`src/rtl/watchdog_reset_gen_pkg.sv`:
```
// Shared watchdog constants: counter and field widths used by the reset generator.
package watchdog_reset_gen_pkg;
   localparam int GRACE_W = 16;
   localparam int PULSE_W = 8;
   localparam int CNT_W   = 16;
   localparam int EVCNT_W = 8;
   localparam logic [EVCNT_W-1:0] EVCNT_MAX = '1;
endpackage

```
`src/rtl/watchdog_reset_gen.sv`:
```
// Watchdog timeout escalation: warning interrupt, then a timed system reset request,
// then hold until the core drops its timeout.
module watchdog_reset_gen
   import watchdog_reset_gen_pkg::*;
(
   input  logic               clk,
   input  logic               reset,
   input  logic               timeout,
   input  logic [GRACE_W-1:0] grace_cycles,
   input  logic [PULSE_W-1:0] pulse_len,
   input  logic               irq_ack,
   input  logic               cause_clear,
   output logic               irq,
   output logic               sys_reset_req,
   output logic               core_reset,
   output logic               cause,
   output logic [EVCNT_W-1:0] event_count
);

   localparam logic [1:0] S_IDLE  = 2'd0;
   localparam logic [1:0] S_WARN  = 2'd1;
   localparam logic [1:0] S_RESET = 2'd2;
   localparam logic [1:0] S_HOLD  = 2'd3;

   logic [1:0]         state, state_nx;
   logic [CNT_W-1:0]   cnt, cnt_nx;
   logic               timeout_prev, ev_start;
   logic               irq_nx, sys_nx, core_nx, cause_nx;
   logic [EVCNT_W-1:0] evc_nx;

   assign ev_start = timeout & ~timeout_prev;

   // State, shared counter and every output are registered here.
   always_ff @(posedge clk) begin
      if (reset) begin
         state         <= S_IDLE;
         cnt           <= '0;
         timeout_prev  <= 1'b0;
         irq           <= 1'b0;
         sys_reset_req <= 1'b0;
         core_reset    <= 1'b0;
         cause         <= 1'b0;
         event_count   <= '0;
      end else begin
         state         <= state_nx;
         cnt           <= cnt_nx;
         timeout_prev  <= timeout;
         irq           <= irq_nx;
         sys_reset_req <= sys_nx;
         core_reset    <= core_nx;
         cause         <= cause_nx;
         event_count   <= evc_nx;
      end
   end

   // One down-counter serves both the warning window and the reset pulse.
   always_comb begin
      state_nx = state;
      cnt_nx   = cnt;
      case (state)
         S_IDLE: begin
            if (ev_start) begin
               state_nx = S_WARN;
               cnt_nx   = grace_cycles;
            end
         end
         S_WARN: begin
            if (irq_ack) begin
               state_nx = S_IDLE;
            end else if (cnt == '0) begin
               state_nx = S_RESET;
               cnt_nx   = CNT_W'(pulse_len);
            end else begin
               cnt_nx = cnt - CNT_W'(1);
            end
         end
         S_RESET: begin
            if (cnt == '0) state_nx = S_HOLD;
            else           cnt_nx   = cnt - CNT_W'(1);
         end
         S_HOLD: begin
            if (!timeout) state_nx = S_IDLE;
         end
         default: state_nx = S_IDLE;
      endcase
   end

   // Outputs are the registered image of the state being entered.
   always_comb begin
      irq_nx   = (state_nx == S_WARN);
      sys_nx   = (state_nx == S_RESET);
      core_nx  = (state_nx == S_RESET) | ((state == S_WARN) & irq_ack);
      cause_nx = cause;
      evc_nx   = event_count;
      if (cause_clear) cause_nx = 1'b0;
      if ((state == S_IDLE) && ev_start) begin
         cause_nx = 1'b1;
         if (event_count != EVCNT_MAX) evc_nx = event_count + EVCNT_W'(1);
      end
   end

endmodule

```
`config.mk`:
```
export PLATFORM = sky130hd
export DESIGN_NAME = watchdog_reset_gen
export DESIGN_NICKNAME = d
export VERILOG_FILES = /design/src/rtl/watchdog_reset_gen_pkg.sv /design/src/rtl/watchdog_reset_gen.sv
export SDC_FILE = /design/constraint.sdc
export NUM_CORES = 1
export LEC_CHECK = 0
export ABC_AREA = 1
export BUFFER_PORTS_ARGS = -buffer_cell sky130_fd_sc_hd__buf_4
export CORE_MARGIN = 8
export CORE_UTILIZATION = 35
export CTS_CLUSTER_DIAMETER = 40
export DETAILED_ROUTE_END_ITERATION = 10
export GPL_ROUTABILITY_DRIVEN = 0
export GPL_TIMING_DRIVEN = 1
export PLACE_DENSITY_LB_ADDON = 0.1
export SETUP_SLACK_MARGIN = 0.05
export SYNTH_ARGS = -nofsm -noshare
export SYNTH_HDL_FRONTEND = slang
export SYNTH_SLANG_ARGS = --single-unit
```
`constraint.sdc`:
```
create_clock -name clk -period 2.3 [get_ports clk]
set_clock_uncertainty 0.2 [all_clocks]
set_input_delay 0.115 -clock clk [delete_from_list [all_inputs] [get_ports clk]]
set_output_delay 0.115 -clock clk [all_outputs]
set_load 0.01 [all_outputs]
```
* After elaboration in Yosys (flattened, before gate mapping)
Index checks and enable logic that the tools add are counted. Widths: inputs -> output; s select.
Cells by class: mux-type cells 13, $add $sub $neg 2, equality and inequality tests 9, reductions and logical operators 7, bitwise logic cells 4
Operator list (number):
- $mux 16 | 4
- $pmux 16 s3 | 1
- $logic_not 16->1 | 1
- $sub 16x1->16 const B | 1
- $mux 2 | 5
- $add 8x1->8 const B | 1
- $ne 8x8->1 const B | 1
- $pmux 2 s4 | 1
- $eq 2x2->1 const B | 3
- $ne 2x2->1 const B | 3
- $eq 2x1->1 const B | 2
- $reduce_and 4->1 | 1
- $reduce_bool 3->1 | 1
- $and 1x1->1 | 2
- $logic_not 2->1 | 1
- $mux 1 | 2
- $reduce_and 2->1 | 1
- $reduce_bool 2->1 | 1
- $logic_and 1x1->1 | 1
- $not 1->1 | 1
- $or 1x1->1 | 1
Word-level totals: bits of input ports 29, register bits after elaboration 31, output and inout bits 12, word-level logic and storage cells 43

* Logic depth before layout (Yosys ltp)
word-level depth 6, gate-level depth with buffers 13, mapped depth without buffers 13

* Least setup slack after synthesis
OpenSTA, ideal clock, no wires.
path kind flip-flop to flip-flop, start register state[1], end register cnt[12], buffers on the path 2, arrival 1.514 ns, data required time 1.981 ns, stages on the path, launching flop included 11, slack 0.467 ns, cells stage by stage dfxtp_1 -> inv_1 -> ha_1 -> buf_6 -> nand2_1 -> inv_1 -> a21oi_1 -> nand3_4 -> buf_6 -> a21oi_1 -> a21oi_2
On the way: longest elaborated chain between the ends 3
Ends and longest elaborated chain:
- from (decl) | line watchdog_reset_gen.sv:25 | logic [1:0] state, state_nx;
- from (signal assigned) | line watchdog_reset_gen.sv:45 | state <= state_nx;
- $eq 2x2->1, or another cell as far along | line watchdog_reset_gen.sv:60 | case (state)
- $ne 2x2->1 (no source line) / $reduce_bool 3->1 (equally long branches)
- $reduce_and 4->1 (no source line)
- to (signal assigned) | line watchdog_reset_gen.sv:46 | cnt <= cnt_nx;
- to (decl) | line watchdog_reset_gen.sv:26 | logic [CNT_W-1:0] cnt, cnt_nx;
Parallel ways exist; a longest one is shown, timed or not. A chain may end at the register's enable or synchronous reset.

* Worst setup path after layout
start register state[0], end register event_count[5]
On the way: longest elaborated chain between the ends 3
Ends and longest elaborated chain:
- $logic_not 2->1 | line watchdog_reset_gen.sv:96 | if ((state == S_IDLE) && ev_start) begin
- $logic_and 1x1->1 | line watchdog_reset_gen.sv:96
- $reduce_and 2->1 (no source line)
- to (signal assigned) | line watchdog_reset_gen.sv:52 | event_count <= evc_nx;
- to (decl) | line watchdog_reset_gen.sv:17 | output logic [EVCNT_W-1:0] event_count
No other way between the ends.

==> run summary <==
The share of the clock period used by the worst path was 89.6%; the share of post-route cells with drive strength above 1 was 20.9%. Number of max-capacitance violations reported: 0. The synthesized design spends more area on one cell type than any other, namely sky130_fd_sc_hd__dfxtp_1. In this run the worst path has a maximum fanout of 8. The net count of the finished layout is 432. The clock-pin transition on the worst setup and hold timing paths was 70 ps; the floorplan die height was 95.4 um. Dividing the detail-routed wire length by the instance count gives 12.7 um. The number of nets handed over by synthesis was 372.

The cell area after placement came out at 2560 um^2. For this run, the leading register cell type out of synthesis is sky130_fd_sc_hd__dfxtp_1. For this block, the routed nets add up to 6.04 mm of wire. Setup violations remaining at the end of the flow were counted as 0.

The type of element launching the critical path is a flip-flop. The run finished with clean final reports. The tightest min-delay check is of the input port to flip-flop type. The count of buffers added on input and output ports is 40.

The tools report the filler cell count in the final layout as 693. The worst setup path is of the flip-flop to flip-flop kind. In this run the cell area of the synthesized design comes to 2210 um^2. Counting flops and latches in the post-synthesis netlist gives 31. The die is 95.4 um wide.

The analysis attributes to cell leakage a power of 1.37 nW. The area growth from synthesis to layout is 27.9%. The first-pass iteration count of the detailed router was 4. The kind of end point of the critical path was a flip-flop. The synthesized instance count was 336. The logs give 2820 um^2 for the area of all placed cells without fillers and 0 for the initial antenna violation count. The run gives 0 as the count of final max-slew check failures.

Area of the core: 6240 um^2. The worst pin sits at a relative slew slack of 69.8%. The post-detailed-route count of antenna-violating nets is 0. The run gives 2050 ps as the arrival time of data at the critical path endpoint.

The clock passes through at most 2 buffers. The floorplan step defined a die boundary enclosing 9110 um^2. In this run the clock root is driven by a sky130_fd_sc_hd__clkbuf_8. For the pin with the worst max-slew slack, the measured transition is 451 ps.

Once the floorplan was initialized, standard cells occupied 35.4% of the core. Across the VDD grid, the largest voltage drop is 0.304 mV. 0 antenna diodes ended up in the layout.

The number of enable flip-flop cells after synthesis was 0. The number of clock buffers added by TritonCTS is 5. For the number of warning messages in the yosys log, the log shows 0. The setup TNS after final layout is 0 ps, and the first-pass GRT wire length is 9.54 mm. The via count of the first global-routing pass was 2107.

The run gives 31 as the total clock sinks. Setup repair after global routing could not meet its margin everywhere. In this run the power density over the cells is 650 nW/um^2. The number of setup buffers added after CTS is 0. For the finished layout, the period the worst path requires is 2060 ps.

The hold violation total from the final report was 0; the iteration-0 DRC count of the detailed router was 112. By area the synthesized netlist is led by sky130_fd_sc_hd__dfxtp_1, sky130_fd_sc_hd__nand2_1, sky130_fd_sc_hd__nor2_1, sky130_fd_sc_hd__inv_1, sky130_fd_sc_hd__a21oi_1. Of the synthesized area, sequential elements account for 28.1%. The logs give 41 for the number of I/O pins and 0.485 GHz for the maximum achievable frequency. The floorplan has 29 rows. The post-synthesis area per instance works out to 6.57 um^2.

For the detailed placement HPWL, the log shows 4.36 mm. Dividing the detail-routed via count by the number of cells gives 4.68. Most numerous cell in the Yosys netlist: sky130_fd_sc_hd__nand2_1.

The top cell type by area accounts for 28.1% of the synthesized area. Data on the critical path is required at its endpoint by 2290 ps. Ranked by instance count, the synthesized netlist is headed by sky130_fd_sc_hd__nand2_1, sky130_fd_sc_hd__nor2_1, sky130_fd_sc_hd__inv_1. The final route contains 2220 vias.

Entering global routing, the biggest net connects 33 pins. TritonCTS built the clock tree. The tools report the aggregate global routing overflow as 0. The global-route total usage across every layer is 13.1%.

In the synthesized netlist the async set-or-reset flop fraction comes to 0%. The clock tree synthesis step divided the H-tree into 2 levels. Number of distinct library cell variants in the gate-level netlist after synthesis: 34. In the routed design, unresolved DRC markers number 0. The run gives 290 ps as the clock network latency to the later pin of the worst-skew pair.
==> per-layer routing <==
layer  up-vias  part of all wire (%)  global-route usage (%)
met1       994                    48                    16.5
li1       1181                     -                       -
met4         0                  0.91                    3.84
met2        40                    45                    21.1
met3         5                   5.3                    3.78
met5         -                     0                       0
==> logic make-up (layout without fill, tap and decap cells) <==
| kind of cell | Yosys count | in the layout | share of synthesized area (%) |
|---|---|---|---|
| xor gates and xnor gates | 13 | 13 | 5.16 |
| AOI/OAI and AO/OA | 49 | 49 | 14.3 |
| buffers and inverters | 49 | 109 | 10.5 |
| DFF | 31 | 31 | 28.1 |
| and+or+nand+nor | 187 | 188 | 38.0 |
| adders and majority gates | 7 | 7 | 3.97 |
==> sequential cells by signal, indices dropped and copies added, names as in the netlist <==
name and cells:
cnt 16, event_count 8, state 2, cause 1, core_reset 1, timeout_prev 1
irq 1, sys_reset_req 1
==> stage by stage <==
stage               worst slack [ps]  hold slack (ps)  utilization [%]  instances  power (mW)
finish                           240             14.8             45.2        474        1.84
global route                    38.7             42.4             45.2        474        1.98
CTS                              217             5.46             44.9        473        1.85
detailed placement               233              153             41.0        449        1.38
global placement                 259              141             41.0        449        1.38
floorplan                        467            -15.9                -        336        1.23
==> final timing paths <==
kind / from / end / slack [ps] / cells past startpoint
max: state[0] / event_count[5] / 240 / 11
min: grace_cycles[1] / cnt[1] / 10 / 5
max reg2reg: state[0] / event_count[5] / 240 / 11
min reg2reg: cnt[1] / cnt[1] / 270 / 2
==> power by group <==
group	leakage [nW]	switching (mW)	internal, mW
sequential	0.255	0.0506	0.593
combinational	1.07	0.473	0.284
clock	0.0412	0.223	0.211
total	1.37	0.746	1.09
==> cells in the final DEF, fill, tap and decap left out, drive strengths merged, types with 2 or more instances in the layout <==
cell type and n:
nand2 113, xnor2 2, o21ai 9, nand4 5
nor3 3, ha 7, o21bai 2, clkbuf 6
nand3b 2, xor2 11, buf 44, dfxtp 31
inv 40, dlygate4sd3 16, a21oi 36, nor2 45
clkinv 2, nand3 19
==> critical path, stage by stage (launching register included) <==
cell and delay, ps:
sky130_fd_sc_hd__dfxtp_1 340, sky130_fd_sc_hd__inv_1 120, sky130_fd_sc_hd__ha_1 270, sky130_fd_sc_hd__inv_2 70, sky130_fd_sc_hd__nor2_1 160, sky130_fd_sc_hd__inv_1 110
sky130_fd_sc_hd__a21oi_4 220, sky130_fd_sc_hd__inv_2 110, sky130_fd_sc_hd__nor3_2 150, sky130_fd_sc_hd__nand3_1 100, sky130_fd_sc_hd__nand2_1 70, sky130_fd_sc_hd__nor2_1 40
==> area by class of cell <==
cell class	count	area (um^2)	share of cell area, %
multi-input cells	257	1380	48.8
flip-flops and latches	31	621	22.0
inverters	41	154	5.45
clock inverters	2	12.5	0.443
repair buffers	60	490	17.4
well taps	77	96.3	3.41
clock buffers	6	72.6	2.57
==> what timing repair did <==
action | CTS | global route
endpoints found under the setup margin | 0 | 3
gates resized for setup | 0 | 2
hold buffers | 16 | 0
hold endpoints to repair | 21 | 0
Power figures use the tool's default switching activity.
